$ cat src/rtl/maze_carver_dfs.sv
// rtl/maze_carver_dfs.sv - randomized DFS maze carver (optional trace port via CARVE_TRACE_EN)
module maze_carver_dfs #(
    parameter int MAZE_W = 16,
    parameter int MAZE_H = 16,
    parameter int LFSR_W = 16
) (
    input  logic                                  clk,
    input  logic                                  rst_n,
    input  logic                                  start,
    input  logic [LFSR_W-1:0]                     seed,
    input  logic [6:0]                            x_dimension,
    input  logic [6:0]                            y_dimension,
    output logic [MAZE_W*MAZE_H-1:0]              maze_data,
    output logic                                  busy,
    output logic                                  finish,
    output logic [$clog2(MAZE_W)-1:0]             curr_x,
    output logic [$clog2(MAZE_H)-1:0]             curr_y
`ifdef CARVE_TRACE_EN
    ,
    output logic                                  carve_valid,
    output logic [$clog2(MAZE_W*MAZE_H)-1:0]      carve_addr
`endif
);

    localparam int XW    = $clog2(MAZE_W);
    localparam int YW    = $clog2(MAZE_H);
    localparam int AW    = $clog2(MAZE_W*MAZE_H);
    localparam int NB    = MAZE_W*MAZE_H;
    localparam int DMAX  = ((MAZE_W-1)/2)*((MAZE_H-1)/2);
    localparam int SPW   = $clog2(DMAX+1);
    localparam int CAP_W = (MAZE_W % 2 == 1) ? MAZE_W : MAZE_W-1;
    localparam int CAP_H = (MAZE_H % 2 == 1) ? MAZE_H : MAZE_H-1;

    // Galois feedback masks for maximal-length sequences, right-shifting form
    localparam logic [63:0] TAPS64 = (LFSR_W == 8)  ? 64'h0000_00B8 :
                                     (LFSR_W == 24) ? 64'h00E1_0000 :
                                     (LFSR_W == 32) ? 64'hA300_0000 :
                                                      64'h0000_B400;
    localparam logic [LFSR_W-1:0] TAPS     = TAPS64[LFSR_W-1:0];
    localparam logic [63:0]       ALT64    = 64'h0000_ACE1;
    localparam logic [LFSR_W-1:0] ALT_SEED = ALT64[LFSR_W-1:0];

    localparam logic [AW-1:0] ORIGIN_IDX = AW'(MAZE_W + 1);
    localparam logic [NB-1:0] ORIGIN_MAP = {{(NB-1){1'b0}}, 1'b1} << (MAZE_W + 1);

    typedef enum logic [1:0] {
        S_IDLE  = 2'd0,
        S_CLEAR = 2'd1,
        S_CARVE = 2'd2,
        S_DONE  = 2'd3
    } state_t;

    state_t state, next_state;

    logic [LFSR_W-1:0]  lfsr, lfsr_next;
    logic [XW-1:0]      x_lim;
    logic [YW-1:0]      y_lim;
    logic [SPW-1:0]     sp, sp_dec;
    logic [XW+YW-1:0]   stack [DMAX];
    logic [XW+YW-1:0]   stack_top;
    logic [3:0]         mask;
    logic [1:0]         dir;
    logic [XW-1:0]      tgt_x, wall_x;
    logic [YW-1:0]      tgt_y, wall_y;
    logic [AW-1:0]      tgt_idx, wall_idx;
    logic               load, push, pop;

    // Clamp the requested size to an odd value between 5 and the largest odd bitmap size
    function automatic int legalise(input int req, input int cap);
        int v;
        v = (req < cap) ? req : cap;
        if (v % 2 == 0) v = v - 1;
        if (v < 5) v = 5;
        return v;
    endfunction

    assign lfsr_next = {1'b0, lfsr[LFSR_W-1:1]} ^ (lfsr[0] ? TAPS : '0);
    assign sp_dec    = sp - SPW'(1);
    assign stack_top = stack[sp_dec];

    // Unvisited neighbours two cells away, bit order {right, down, left, up}
    always_comb begin
        int cx, cy, xl, yl;
        cx = int'(curr_x);
        cy = int'(curr_y);
        xl = int'(x_lim);
        yl = int'(y_lim);
        mask    = '0;
        mask[0] = (cy >= 3)      && !maze_data[AW'(cx + MAZE_W*(cy-2))];
        mask[1] = (cx >= 3)      && !maze_data[AW'(cx - 2 + MAZE_W*cy)];
        mask[2] = (cy + 2 <= yl) && !maze_data[AW'(cx + MAZE_W*(cy+2))];
        mask[3] = (cx + 2 <= xl) && !maze_data[AW'(cx + 2 + MAZE_W*cy)];
    end

    // Pick the first open direction scanning cyclically from the random index, then derive wall/target
    always_comb begin
        logic       found;
        logic [1:0] d;
        found = 1'b0;
        d     = '0;
        dir   = '0;
        for (int k = 0; k < 4; k++) begin
            d = lfsr[1:0] + 2'(k);
            if (!found && mask[d]) begin
                dir   = d;
                found = 1'b1;
            end
        end
        tgt_x  = curr_x;
        tgt_y  = curr_y;
        wall_x = curr_x;
        wall_y = curr_y;
        case (dir)
            2'd0: begin tgt_y = curr_y - YW'(2); wall_y = curr_y - YW'(1); end
            2'd1: begin tgt_x = curr_x - XW'(2); wall_x = curr_x - XW'(1); end
            2'd2: begin tgt_y = curr_y + YW'(2); wall_y = curr_y + YW'(1); end
            default: begin tgt_x = curr_x + XW'(2); wall_x = curr_x + XW'(1); end
        endcase
        tgt_idx  = AW'(int'(tgt_x)  + MAZE_W*int'(tgt_y));
        wall_idx = AW'(int'(wall_x) + MAZE_W*int'(wall_y));
    end

    // State register
    always_ff @(posedge clk or negedge rst_n) begin
        if (!rst_n) state <= S_IDLE;
        else        state <= next_state;
    end

    // Next state, handshake outputs and step decode
    always_comb begin
        next_state = state;
        busy       = 1'b0;
        finish     = 1'b0;
        load       = 1'b0;
        push       = 1'b0;
        pop        = 1'b0;
        case (state)
            S_IDLE: begin
                if (start) begin
                    load       = 1'b1;
                    next_state = S_CLEAR;
                end
            end
            S_CLEAR: begin
                busy       = 1'b1;
                next_state = S_CARVE;
            end
            S_CARVE: begin
                busy = 1'b1;
                if (mask != 4'd0)  push = 1'b1;
                else if (sp != '0) pop  = 1'b1;
                else               next_state = S_DONE;
            end
            default: begin
                finish = 1'b1;
                if (start) begin
                    load       = 1'b1;
                    next_state = S_CLEAR;
                end
            end
        endcase
    end

    // Bitmap, cursor, stack pointer, LFSR and latched dimensions
    always_ff @(posedge clk or negedge rst_n) begin
        if (!rst_n) begin
            maze_data <= '0;
            curr_x    <= XW'(1);
            curr_y    <= YW'(1);
            sp        <= '0;
            lfsr      <= '0;
            x_lim     <= XW'(3);
            y_lim     <= YW'(3);
        end else begin
            if (load) begin
                lfsr  <= (seed == '0) ? ALT_SEED : seed;
                x_lim <= XW'(legalise(int'(x_dimension), CAP_W) - 2);
                y_lim <= YW'(legalise(int'(y_dimension), CAP_H) - 2);
            end else if (busy) begin
                lfsr <= lfsr_next;
            end
            if (state == S_CLEAR) begin
                maze_data <= ORIGIN_MAP;
                curr_x    <= XW'(1);
                curr_y    <= YW'(1);
                sp        <= '0;
            end
            if (push) begin
                maze_data[wall_idx] <= 1'b1;
                maze_data[tgt_idx]  <= 1'b1;
                curr_x              <= tgt_x;
                curr_y              <= tgt_y;
                sp                  <= sp + SPW'(1);
            end
            if (pop) begin
                curr_x <= stack_top[XW+YW-1:YW];
                curr_y <= stack_top[YW-1:0];
                sp     <= sp_dec;
            end
        end
    end

    // Backtrack stack storage; contents are meaningless while sp is zero so no reset
    always_ff @(posedge clk) begin
        if (push) stack[sp] <= {curr_x, curr_y};
    end

    // The stack can never exceed one entry per cell nor pop when empty
    always @(posedge clk) begin
        if (rst_n && push) assert (int'(sp) < DMAX);
        if (rst_n && pop)  assert (sp != '0);
    end

`ifdef CARVE_TRACE_EN
    logic          hold_valid;
    logic [AW-1:0] hold_addr;

    // Target of a push is reported one cycle after its wall
    always_ff @(posedge clk or negedge rst_n) begin
        if (!rst_n) begin
            hold_valid <= 1'b0;
            hold_addr  <= '0;
        end else begin
            hold_valid <= push;
            if (push) hold_addr <= tgt_idx;
        end
    end

    // On back-to-back pushes the new wall wins; the dropped target is the new push's source cell
    always_comb begin
        carve_valid = 1'b0;
        carve_addr  = '0;
        if (state == S_CLEAR) begin
            carve_valid = 1'b1;
            carve_addr  = ORIGIN_IDX;
        end else if (push) begin
            carve_valid = 1'b1;
            carve_addr  = wall_idx;
        end else if (hold_valid) begin
            carve_valid = 1'b1;
            carve_addr  = hold_addr;
        end
    end
`endif

endmodule

$ cat config.mk
export PLATFORM = sky130hd
export DESIGN_NAME = maze_carver_dfs
export DESIGN_NICKNAME = d
export VERILOG_FILES = /design/src/rtl/maze_carver_dfs.sv
export SDC_FILE = /design/constraint.sdc
export NUM_CORES = 1
export LEC_CHECK = 0
export CAP_MARGIN = 15
export CORE_AREA = 10 10 269 271
export CTS_BUF_LIST = sky130_fd_sc_hd__clkbuf_8
export CTS_CLUSTER_SIZE = 12
export DETAILED_ROUTE_END_ITERATION = 6
export DIE_AREA = 0 0 279 281
export PLACE_DENSITY = 0.79
export SYNTH_ARGS = -nofsm -noshare
export SYNTH_HDL_FRONTEND = slang
export SYNTH_SLANG_ARGS = --single-unit
$ cat constraint.sdc
create_clock -name clk -period 6.9 [get_ports clk]
set_clock_uncertainty 0.1 [all_clocks]
set_input_delay 1.38 -clock clk [delete_from_list [all_inputs] [get_ports clk]]
set_output_delay 1.38 -clock clk [all_outputs]
set_load 0.03 [all_outputs]
==> flow_metrics.py <==
metrics = {
    "run_status": {
        "status": "finished clean",
    },
    "power_and_ir_drop": {
        "internal_power_mw": 10.2,
        "clkPwrFrac_pct": 15.6,
        "leakage_nw": 15.3,
        "p_sw_mw": 11.4,
        "combPwrFrac_pct": 60.3,
        "power_density_nw_per_um2": 505,
        "ir_drop_uv": 694,
        "power.share.sequential_pct": 24.1,
        "switching_share_pct": 52.6,
    },
    "setup_path": {
        "r2r_setup_slack_ns": 0.30,
        "crit_path_end": "maze_data[21]",
        "r2r-end": "maze_data[21]",
        "path_class": "reg -> reg",
        "reg2reg_from": "curr_x[1]",
        "worstRegToRegCells": 15,
        "crit_fanout": 78,
        "critPathCaptureType": "flip-flop",
        "cp.required_ns": 7.42,
        "crit_path_start_kind": "flip-flop",
        "worst_ep_arrival_time_ns": 7.12,
        "worstSetupStartpoint": "curr_x[1]",
    },
    "floorplan": {
        "io_pins": 299,
        "dieArea_sq_um": 78400,
        "initial_utilization_pct": 54.7,
        "chipHeight_um": 281,
        "rows": 95,
        "fp.coreArea_sq_um": 66800,
        "die_w_um": 279,
    },
    "sta": {
        "fmax_mhz": 151,
        "tns_ns": 0,
        "setup_ws_ns": 0.296,
        "holdWs_ns": 0.395,
        "min_period_ns": 6.60,
        "tightest_slew_ns": 1.15,
        "slew_headroom_pct": 23.1,
        "finalSetupViolCount": 0,
        "min_period_over_period_pct": 95.7,
        "grt_setup_unrepaired": "false",
        "hold_viol_final": 0,
        "drv_slew": 0,
    },
    "logic_synthesis": {
        "synthFlopType": "edfxtp_1",
        "ys_warn_count": 0,
        "netlist_area_sq_um": 36500,
        "yosysSeqAreaShare_pct": 52.4,
        "syn_avg_cell_area_sq_um": 13.5,
        "ys_ff_latch": 686,
        "synth_edf_count": 392,
        "post_synth_num_cell_types": 99,
        "synth_nets": 2781,
        "syn_inst": 2713,
        "async_reset_ff_share_pct": 42.9,
    },
    "global_routing": {
        "grt_pass1_wl_um": 198000,
        "grt_usage_pct": 34.0,
        "grt_pass1_vias": 28800,
        "antenna_found_initial": 4,
        "grt.overflow.total": 0,
        "gr-usage-met1_pct": 44.0,
        "grt-busiest-layer": "met2",
        "grt_use_met2_pct": 51.2,
        "met3_usage_pct": 11.8,
        "grt_max_degree": 172,
    },
    "cells_and_area": {
        "drive_gt1_share_pct": 20.4,
        "area_growth_pct": 17.0,
        "final_nets": 3055,
    },
    "drt": {
        "vias": 29400,
        "via_per_inst": 7.45,
        "wl_per_cell_um": 34.4,
        "ant_nets": 0,
        "firstDrtPassIters": 7,
        "routed_wirelength_um": 136000,
        "drc": 0,
        "drt_iter0_markers": 5188,
    },
    "clock_network": {
        "tritoncts": "done",
        "cts-root-buf": "clkbuf_8",
        "cts_sinks": 686,
        "cts_hold_buf": 0,
        "clk_path_buf_depth": 3,
        "htreeDepth": 3,
        "cts-buffers-inserted": 108,
        "cts.clk_slew.worst_paths_ns": 0.06,
        "clkLatencyLatePin_ns": 0.78,
    },
    "place": {
        "io_buffers": 298,
        "gp_congestion": 1.05,
        "detailed_place_hpwl_um": 94800,
        "dp_slack_ns": 0.0191,
    },
    "min_path": {
        "min_path_type": "reg -> reg",
    },
    "job": {
        "max-cap-violations": 0,
    },
}
==> worst min-delay path by stage <==
stage	startpoint	to	slack [ns]	depth (start not counted)
2_1_floorplan	x_lim[2]	x_lim[2]	0.35	2
3_3_place_gp	x_lim[3]	x_lim[3]	0.37	2
3_5_place_dp	x_lim[3]	x_lim[3]	0.38	2
4_1_cts	x_lim[3]	x_lim[3]	0.39	2
5_1_grt	x_lim[3]	x_lim[3]	0.42	2
6_report	x_lim[3]	x_lim[3]	0.40	2
==> what timing repair did <==
action	in CTS	in global routing
hold endpoints to repair	0	0
setup endpoints to repair	2	257
pin swaps	0	1
buffers inserted	0	3
gates resized for setup	1	4
==> synthesized netlist by cell type, types with 6 or more instances <==
master,n,area (sq um)
nor2b_1,118,738
a31oi_1,11,68.8
buf_6,14,158
nor4_1,19,119
xor2_1,8,70.1
nand2_1,260,976
buf_4,20,150
o211ai_1,25,188
o21ai_1,6,30.0
nand2b_1,12,75.1
o22ai_1,20,125
a21o_1,8,60.1
clkbuf_1,142,533
mux4_2,236,5320
a21oi_1,36,180
o211ai_2,7,87.6
nand3_1,27,135
mux2_2,29,327
nor2_1,98,368
nand4_4,6,128
edfxtp_1,392,11800
o31ai_2,18,225
mux2i_1,105,1050
a32oi_1,10,87.6
ha_1,31,388
nand4_1,20,125
nor3_1,26,130
or3_1,10,62.6
and3_1,8,50.1
o21ai_0,39,195
o22a_1,6,52.6
dfrtp_1,290,7260
a221oi_1,9,78.8
xnor2_1,20,175
buf_1,16,60.1
nand3b_1,10,75.1
a41oi_1,111,972
o31ai_1,103,773
a22oi_1,13,97.6
o221ai_1,156,1370
inv_1,33,124
buf_2,70,350
==> worst max-delay path, stage by stage (launching register included) <==
cell and delay (ns):
dfrtp_4 0.52, buf_12 0.39, mux2i_1 0.80, a22oi_1 0.41, a31oi_1 0.28, a211oi_1 0.07
buf_4 0.17, o311ai_1 0.34, and3_1 0.23, a21oi_1 0.11, o311ai_4 0.38, buf_4 0.21
mux2i_1 0.49, or3_1 0.76, nand2_2 0.67, o31ai_1 0.45
==> state kept, by name, indices dropped and copies added, names as in the netlist <==
name,cells
stack,392
x_lim,3
y_lim,3
lfsr,16
sp,6
curr_y,4
maze_data,256
state,2
curr_x,4
==> metal layers <==
| metal | wire length (um) | vias to the layer above | part of all wire (%) |
|---|---|---|---|
| met5 | 99 | - | 0.073 |
| met3 | 19400 | 509 | 14 |
| met2 | 60400 | 2494 | 44 |
| li1 | - | 11600 | - |
| met4 | 6830 | 8 | 5.0 |
| met1 | 49200 | 14800 | 36 |
==> final cells by class <==
| class | instances | area [sq um] |
|---|---|---|
| fillers | 4822 | 24100 |
| flip-flops and latches | 686 | 19200 |
| multi-input cells | 1726 | 16200 |
| repair buffers | 427 | 4080 |
| clock buffers | 116 | 1600 |
| well taps | 873 | 1090 |
| clock inverters | 77 | 498 |
| inverters | 38 | 145 |
| diodes | 4 | 10.0 |
==> power by group through the flow <==
stage / clock (mW) / sequential [mW] / combinational, mW
2_1_floorplan: 0 / 5.35 / 7.71
3_5_place_dp: 0 / 5.26 / 12.4
5_1_grt: 3.59 / 5.21 / 13.4
6_report: 3.38 / 5.20 / 13.0
4_1_cts: 3.40 / 5.18 / 12.4
3_3_place_gp: 0 / 5.24 / 12.2
==> cells by family after synthesis <==
family                   share of synthesized area, %
AO/OA/AOI/OAI                                    14.5
XOR/XNOR                                        0.822
adder cells (fa/ha/maj)                          1.28
buffers and inverters                            3.83
flip-flops                                       52.4
multiplexers                                     18.3
AND/OR/NAND/NOR                                  8.85
==> metrics by stage <==
stage / util [%] / std cells / power, mW / area (sq um)
CTS: 63.9 / 3940 / 21.0 / 42700
floorplan: - / 2713 / 13.1 / 36500
global route: 64.0 / 3945 / 22.2 / 42700
detailed placement: 60.7 / 3747 / 17.6 / 40600
global placement: 60.7 / 3747 / 17.5 / 40600
finish: 64.0 / 3947 / 21.6 / 42700
==> layout by cell type (no fill, tap or decap), types with 39 or more instances in the layout <==
cell / count
a41oi_1: 111
buf_4: 119
clkbuf_8: 116
clkdlybuf4s50_1: 297
dfrtp_1: 283
edfxtp_1: 392
inv_1: 70
mux2i_1: 105
mux4_2: 236
nand2_1: 260
nor2_1: 97
nor2b_1: 118
o21ai_0: 39
o221ai_1: 156
o31ai_1: 103
Note: power is estimated with default switching activity, not from simulation.
